File: config.mk
export PLATFORM = sky130hd
export DESIGN_NAME = alu_multibyte_seq_flat
export DESIGN_NICKNAME = d
export VERILOG_FILES = /design/src/rtl/alu_multibyte_seq_if.sv /design/src/rtl/alu_multibyte_seq.sv /design/src/flat_wrapper.sv
export SDC_FILE = /design/constraint.sdc
export NUM_CORES = 1
export LEC_CHECK = 0
export ABC_AREA = 1
export CAP_MARGIN = 15
export CORE_AREA = 3 3 83 85
export CTS_BUF_LIST = sky130_fd_sc_hd__clkbuf_8 sky130_fd_sc_hd__clkbuf_16
export DETAILED_ROUTE_END_ITERATION = 10
export DIE_AREA = 0 0 86 88
export HOLD_SLACK_MARGIN = 0.03
export PLACE_DENSITY = 0.93
export SYNTH_ARGS = -nofsm -noshare
export SYNTH_HDL_FRONTEND = slang
export SYNTH_SLANG_ARGS = --single-unit
File: constraint.sdc
create_clock -name clk -period 4.7 [get_ports clk]
set_input_delay 0.705 -clock clk [delete_from_list [all_inputs] [get_ports clk]]
set_output_delay 0.705 -clock clk [all_outputs]
set_load 0.005 [all_outputs]
File: src/rtl/alu_multibyte_seq_if.sv
// Bundle between the control unit, the multibyte sequencer and the shared 8-bit ALU.
// The slave side is the sequencer; the master side is the control unit plus the ALU.
interface alu_multibyte_seq_if #(
    parameter int NBYTES = 2
);
    localparam int W = 8 * NBYTES;

    logic         start;
    logic [3:0]   op;
    logic         cin;
    logic [W-1:0] opa;
    logic [W-1:0] opb;
    logic         busy;
    logic         done;
    logic [W-1:0] result;
    logic         c_out;
    logic         z_out;
    logic         err;
    logic [7:0]   alu_a;
    logic [7:0]   alu_b;
    logic         alu_cin;
    logic [3:0]   alu_sel;
    logic [7:0]   alu_res;
    logic         alu_c;
    logic         alu_z;

    modport slave (
        input  start, op, cin, opa, opb, alu_res, alu_c, alu_z,
        output busy, done, result, c_out, z_out, err,
               alu_a, alu_b, alu_cin, alu_sel
    );

    modport master (
        output start, op, cin, opa, opb, alu_res, alu_c, alu_z,
        input  busy, done, result, c_out, z_out, err,
               alu_a, alu_b, alu_cin, alu_sel
    );
endinterface

File: src/rtl/alu_multibyte_seq.sv
// Runs NBYTES-wide operations on a shared 8-bit ALU, one byte per clock, LSB first,
// chaining carry/borrow between bytes and accumulating the zero flag.
module alu_multibyte_seq #(
    parameter int NBYTES = 2
) (
    input  logic                 clk,
    input  logic                 rst,
    alu_multibyte_seq_if.slave   bus
);
    localparam int W    = 8 * NBYTES;
    localparam int IDXW = (NBYTES > 1) ? $clog2(NBYTES) : 1;

    typedef enum logic [1:0] {IDLE, RUN, FIN} state_t;

    state_t          state_reg, state_next;
    logic [IDXW-1:0] idx_reg;
    logic [3:0]      op_reg;
    logic            cin_reg;
    logic [W-1:0]    opa_reg;
    logic [W-1:0]    opb_reg;
    logic [W-1:0]    work_reg;
    logic            cy_reg;
    logic            zacc_reg;
    logic [W-1:0]    result_reg;
    logic            c_reg;
    logic            z_reg;
    logic            err_reg;

    logic [7:0]      opa_byte [NBYTES];
    logic [7:0]      opb_byte [NBYTES];
    logic [W-1:0]    final_res;
    logic            op_legal;
    logic            last_byte;
    logic            writes_result;

    generate
        for (genvar gi = 0; gi < NBYTES; gi++) begin : g_bytes
            assign opa_byte[gi] = opa_reg[8*gi +: 8];
            assign opb_byte[gi] = opb_reg[8*gi +: 8];
            // The top byte comes straight from the ALU on the final RUN edge.
            assign final_res[8*gi +: 8] = (gi == NBYTES - 1) ? bus.alu_res : work_reg[8*gi +: 8];
        end
    endgenerate

    assign op_legal      = (bus.op <= 4'd8) || (bus.op == 4'd14);
    assign last_byte     = (idx_reg == IDXW'(NBYTES - 1));
    assign writes_result = (op_reg != 4'd4) && (op_reg != 4'd8);

    // An illegal op spends one RUN cycle without touching the ALU so that DONE
    // arrives one cycle after acceptance, regardless of NBYTES.
    always_comb begin
        state_next   = state_reg;
        bus.alu_a    = 8'd0;
        bus.alu_b    = 8'd0;
        bus.alu_cin  = 1'b0;
        bus.alu_sel  = 4'd15;
        case (state_reg)
            IDLE: begin
                if (bus.start) state_next = RUN;
            end
            RUN: begin
                if (err_reg) begin
                    state_next = FIN;
                end else begin
                    bus.alu_a = opa_byte[idx_reg];
                    bus.alu_b = opb_byte[idx_reg];
                    if (idx_reg == '0) begin
                        bus.alu_sel = op_reg;
                        bus.alu_cin = cin_reg;
                    end else begin
                        case (op_reg)
                            4'd0, 4'd1:       bus.alu_sel = 4'd1;
                            4'd2, 4'd3, 4'd4: bus.alu_sel = 4'd3;
                            default:          bus.alu_sel = op_reg;
                        endcase
                        bus.alu_cin = cy_reg;
                    end
                    if (last_byte) state_next = FIN;
                end
            end
            FIN:     state_next = IDLE;
            default: state_next = IDLE;
        endcase
    end

    always_ff @(posedge clk or posedge rst) begin
        if (rst) begin
            state_reg  <= IDLE;
            idx_reg    <= '0;
            op_reg     <= 4'd0;
            cin_reg    <= 1'b0;
            opa_reg    <= '0;
            opb_reg    <= '0;
            work_reg   <= '0;
            cy_reg     <= 1'b0;
            zacc_reg   <= 1'b0;
            result_reg <= '0;
            c_reg      <= 1'b0;
            z_reg      <= 1'b0;
            err_reg    <= 1'b0;
        end else begin
            state_reg <= state_next;
            if (state_reg == IDLE && bus.start) begin
                err_reg  <= !op_legal;
                op_reg   <= bus.op;
                cin_reg  <= bus.cin;
                opa_reg  <= bus.opa;
                opb_reg  <= bus.opb;
                idx_reg  <= '0;
                zacc_reg <= 1'b1;
            end
            if (state_reg == RUN && !err_reg) begin
                for (int i = 0; i < NBYTES; i++) begin
                    if (idx_reg == IDXW'(i)) work_reg[8*i +: 8] <= bus.alu_res;
                end
                cy_reg   <= bus.alu_c;
                zacc_reg <= zacc_reg & bus.alu_z;
                idx_reg  <= idx_reg + 1'b1;
                if (last_byte) begin
                    if (writes_result) result_reg <= final_res;
                    c_reg <= bus.alu_c;
                    z_reg <= zacc_reg & bus.alu_z;
                end
            end
        end
    end

    assign bus.busy   = (state_reg != IDLE);
    assign bus.done   = (state_reg == FIN);
    assign bus.result = result_reg;
    assign bus.c_out  = c_reg;
    assign bus.z_out  = z_reg;
    assign bus.err    = err_reg;
endmodule

File: src/flat_wrapper.sv
// flat-port wrapper written by rule: the top's interface ports become plain ports
module alu_multibyte_seq_flat 
#(
    parameter int NBYTES = 2
)
  (clk, rst, bus_start, bus_op, bus_cin, bus_opa, bus_opb, bus_alu_res, bus_alu_c, bus_alu_z, bus_busy, bus_done, bus_result, bus_c_out, bus_z_out, bus_err, bus_alu_a, bus_alu_b, bus_alu_cin, bus_alu_sel);
  alu_multibyte_seq_if #(.NBYTES(NBYTES)) bus_i ();
  input  logic clk;
  input  logic rst;
  input wire logic [$bits(bus_i.start)-1:0] bus_start;
  input wire logic [$bits(bus_i.op)-1:0] bus_op;
  input wire logic [$bits(bus_i.cin)-1:0] bus_cin;
  input wire logic [$bits(bus_i.opa)-1:0] bus_opa;
  input wire logic [$bits(bus_i.opb)-1:0] bus_opb;
  input wire logic [$bits(bus_i.alu_res)-1:0] bus_alu_res;
  input wire logic [$bits(bus_i.alu_c)-1:0] bus_alu_c;
  input wire logic [$bits(bus_i.alu_z)-1:0] bus_alu_z;
  output wire logic [$bits(bus_i.busy)-1:0] bus_busy;
  output wire logic [$bits(bus_i.done)-1:0] bus_done;
  output wire logic [$bits(bus_i.result)-1:0] bus_result;
  output wire logic [$bits(bus_i.c_out)-1:0] bus_c_out;
  output wire logic [$bits(bus_i.z_out)-1:0] bus_z_out;
  output wire logic [$bits(bus_i.err)-1:0] bus_err;
  output wire logic [$bits(bus_i.alu_a)-1:0] bus_alu_a;
  output wire logic [$bits(bus_i.alu_b)-1:0] bus_alu_b;
  output wire logic [$bits(bus_i.alu_cin)-1:0] bus_alu_cin;
  output wire logic [$bits(bus_i.alu_sel)-1:0] bus_alu_sel;
  assign bus_i.start = bus_start;
  assign bus_i.op = bus_op;
  assign bus_i.cin = bus_cin;
  assign bus_i.opa = bus_opa;
  assign bus_i.opb = bus_opb;
  assign bus_i.alu_res = bus_alu_res;
  assign bus_i.alu_c = bus_alu_c;
  assign bus_i.alu_z = bus_alu_z;
  assign bus_busy = bus_i.busy;
  assign bus_done = bus_i.done;
  assign bus_result = bus_i.result;
  assign bus_c_out = bus_i.c_out;
  assign bus_z_out = bus_i.z_out;
  assign bus_err = bus_i.err;
  assign bus_alu_a = bus_i.alu_a;
  assign bus_alu_b = bus_i.alu_b;
  assign bus_alu_cin = bus_i.alu_cin;
  assign bus_alu_sel = bus_i.alu_sel;
  alu_multibyte_seq #(.NBYTES(NBYTES)) u_core (.clk(clk), .rst(rst), .bus(bus_i));
endmodule
==> parameters.txt <==
Parameter                              Value

Clocking
  Total clock buffers created by CTS    9
  Total setup buffers inserted after CTS    0
  Library cell used as clock root buffer    clkbuf_8
  Clock tree from TritonCTS    done
  Clock Tree Buf Depth    2
  Post_cts resized    0
  Level count of the clock H-tree    3
  Clock-pin slew of the registers on the worst-case setup and hold paths    0.07 ns
  Count of hold buffers inserted by post-cts repair    0
  Num Clock Sinks    69
  Clock Latency Late Sink    0.35 ns

Synth
  Cell type with the highest aggregate area in the netlist    dfrtp_1
  Share of flip-flops with an asynchronous set or reset    100.0%
  Leading post-synthesis cells by instance count    nand2_1, dfrtp_1, inv_1
  Distinct cell type count of the synthesized netlist    18
  Leading register cell type out of synthesis    dfrtp_1
  Number of enable-type register cells in the synthesized netlist    0
  Sequential share of the synthesized area    54.55%
  Gate count after technology mapping    374
  Flop and latch count out of synthesis    69
  Fraction of post-synthesis cell area in the top cell type by area    54.55%
  Area of the mapped netlist    3166 um2
  Mean instance size in the synthesized netlist    8.464 um2
  Biggest area contributors in the synthesized netlist    dfrtp_1, nand2_1, inv_1
  Most common cell in the netlist    nand2_1
  Total of warnings raised by yosys    0
  Synth Net Count    424

Route
  Number of detailed-route iterations in the first pass    4
  Antenna Nets Post-Route    0
  Avg WL per Cell    14.02 um
  Vias    2,727
  DRT Wirelength    7.583 mm
  Drt first-iter violations    192
  DRC errors left    0
  Routed via count divided by cell count    5.041

STA
  Minimum clock period    3.467 ns
  Final critical-path share of the clock period    73.77%
  Total setup violations reported at the end of the flow    0
  Total negative setup slack    0 ns
  Slew of the pin with the lowest slew margin    0.8359 ns
  Final hold vios    0
  Peak clock frequency supported by timing    288.4 MHz
  Max Slew Vio Count    0
  Post-Route Skew    0.01283 ns
  Normalized max-slew margin    44.12%
  Setup repair after global routing missed its margin    no

Run
  Max Cap Violations    0

Placed design
  Detailed Place HPWL    5.358 mm
  Number of placed instances, taps included    525
  Port Buffer Count    91
  Global placement routability congestion    0.7979
  Instance area after placement    4059 um2

Final layout
  Final nets    509
  Post-layout instance count excluding filler cells    541
  Final Instance Area    4230 um2
  ANT cells    0
  Layout cell share with drive strength beyond 1    7.543%
  Layout overhead on the synthesized area    33.64%

Global route
  Antenna violations before repair    0
  Vias in the first global route    2,697
  Total congestion overflow after global routing    0
  Wire length of the first global-routing pass    12.35 mm
  Overall fraction of global-route tracks in use    21.21%
  Pin count of the biggest net entering global routing    60

Critical path
  Critical Path Start Type    register
  Required time worst endpoint    3.99 ns
  Arrival time worst endpoint    2.76 ns
  Kind of end point of the critical path    primary output
  Critical path fanouts, max    33
  Critical path start-end classification    reg -> out

Power and ir drop
  Power per standard cell area    608.4 nW/um2
  Static power due to leakage    2.058 nW
  Final Power    2.574 mW
  Worst VDD drop    0.3772 mV

Floorplan
  Core Footprint    6277 um2
  Horiz. Die Dim    86 um
  Number of placement rows    29
  Starting density of the core    50.43%
  DIE AREA    7568 um2
  Die H    88 um
  Total I/O pin count    92

Status
  Outcome    finished clean

Hold path
  Class of the most critical hold timing path    reg -> reg
logic make-up (layout without fill, tap and decap cells):
family,after synthesis,after routing,share of synthesized area [%]
buffers and inverters,71,161,10.12
AO/OA/AOI/OAI,59,59,12.81
flip-flops,69,69,54.55
AND/OR/NAND/NOR,175,175,22.53
area by class of cell:
class                           instances  area (um2)
Fill cell                             486        2047
Sequential cell                        69        1727
Multi-Input combinational cell        234        1119
Timing Repair Buffer                   92       918.4
Inverter                               53       198.9
Clock buffer                           11       151.4
Tap cell                               77       96.34
Clock inverter                          5       20.02
worst paths after layout:
check | startpoint | end | slack [ns] | depth (start not counted)
worst max-delay path | u_core.state_reg[0] | bus_alu_a[3] | 1.23 | 7
worst min-delay path | u_core.work_reg[1] | u_core.work_reg[1] | 0.48 | 2
worst max register to register | u_core.state_reg[0] | u_core.opa_reg[13] | 2.33 | 4
worst min register to register | u_core.work_reg[1] | u_core.work_reg[1] | 0.48 | 2
max in group asynchronous | rst | u_core.opa_reg[1] | 2.99 | 3
min in group asynchronous | rst | u_core.bus.err | 0.79 | 2
critical path: stages, from the launching register on:
cell and delay [ns]:
dfrtp_1 0.39, inv_2 0.06, nor2_2 0.11, nand3_2 0.58
inv_2 0.58, nand2_1 0.09, nand2_1 0.09, clkdlybuf4s50_1 0.51
report_power, final:
| group | total, mW | internal, mW | switching, mW | leakage, nW |
|---|---|---|---|---|
| Sequential | 1.03 | 0.882 | 0.148 | 0.851 |
| Combinational | 1.12 | 0.523 | 0.597 | 1.10 |
| Clock | 0.424 | 0.212 | 0.212 | 0.104 |
layer usage:
metal,GRT usage (%),up-vias,wire length [um]
met5,0,-,0
met4,9.496,0,167
met3,5.080,13,562
met2,34.62,106,3706
met1,26.99,1288,3147
li1,-,1320,-
cells in the final DEF (no fill, tap or decap):
cell,netlist,final
nand2_1,140,140
nand2_2,2,2
clkdlybuf4s50_1,0,91
dfrtp_1,69,69
clkinv_2,0,1
o211ai_1,1,1
buf_4,6,1
inv_2,6,7
nand3_2,1,1
o21ai_0,33,33
nand3_1,22,22
o22ai_2,9,9
clkbuf_8,0,11
nor2_1,7,7
inv_1,47,50
o21bai_1,16,16
nor2_2,1,1
nor2_4,2,2
stage by stage:
step	setup WS [ns]	hold slack, ns	util [%]
2_1_floorplan	2.255	0.4492	-
3_3_place_gp	1.647	0.4648	64.66
3_5_place_dp	1.596	0.4668	64.66
4_1_cts	1.206	0.4839	67.39
5_1_grt	0.9893	0.5015	67.39
6_report	1.233	0.4843	67.39
Power figures use the tool's default switching activity.
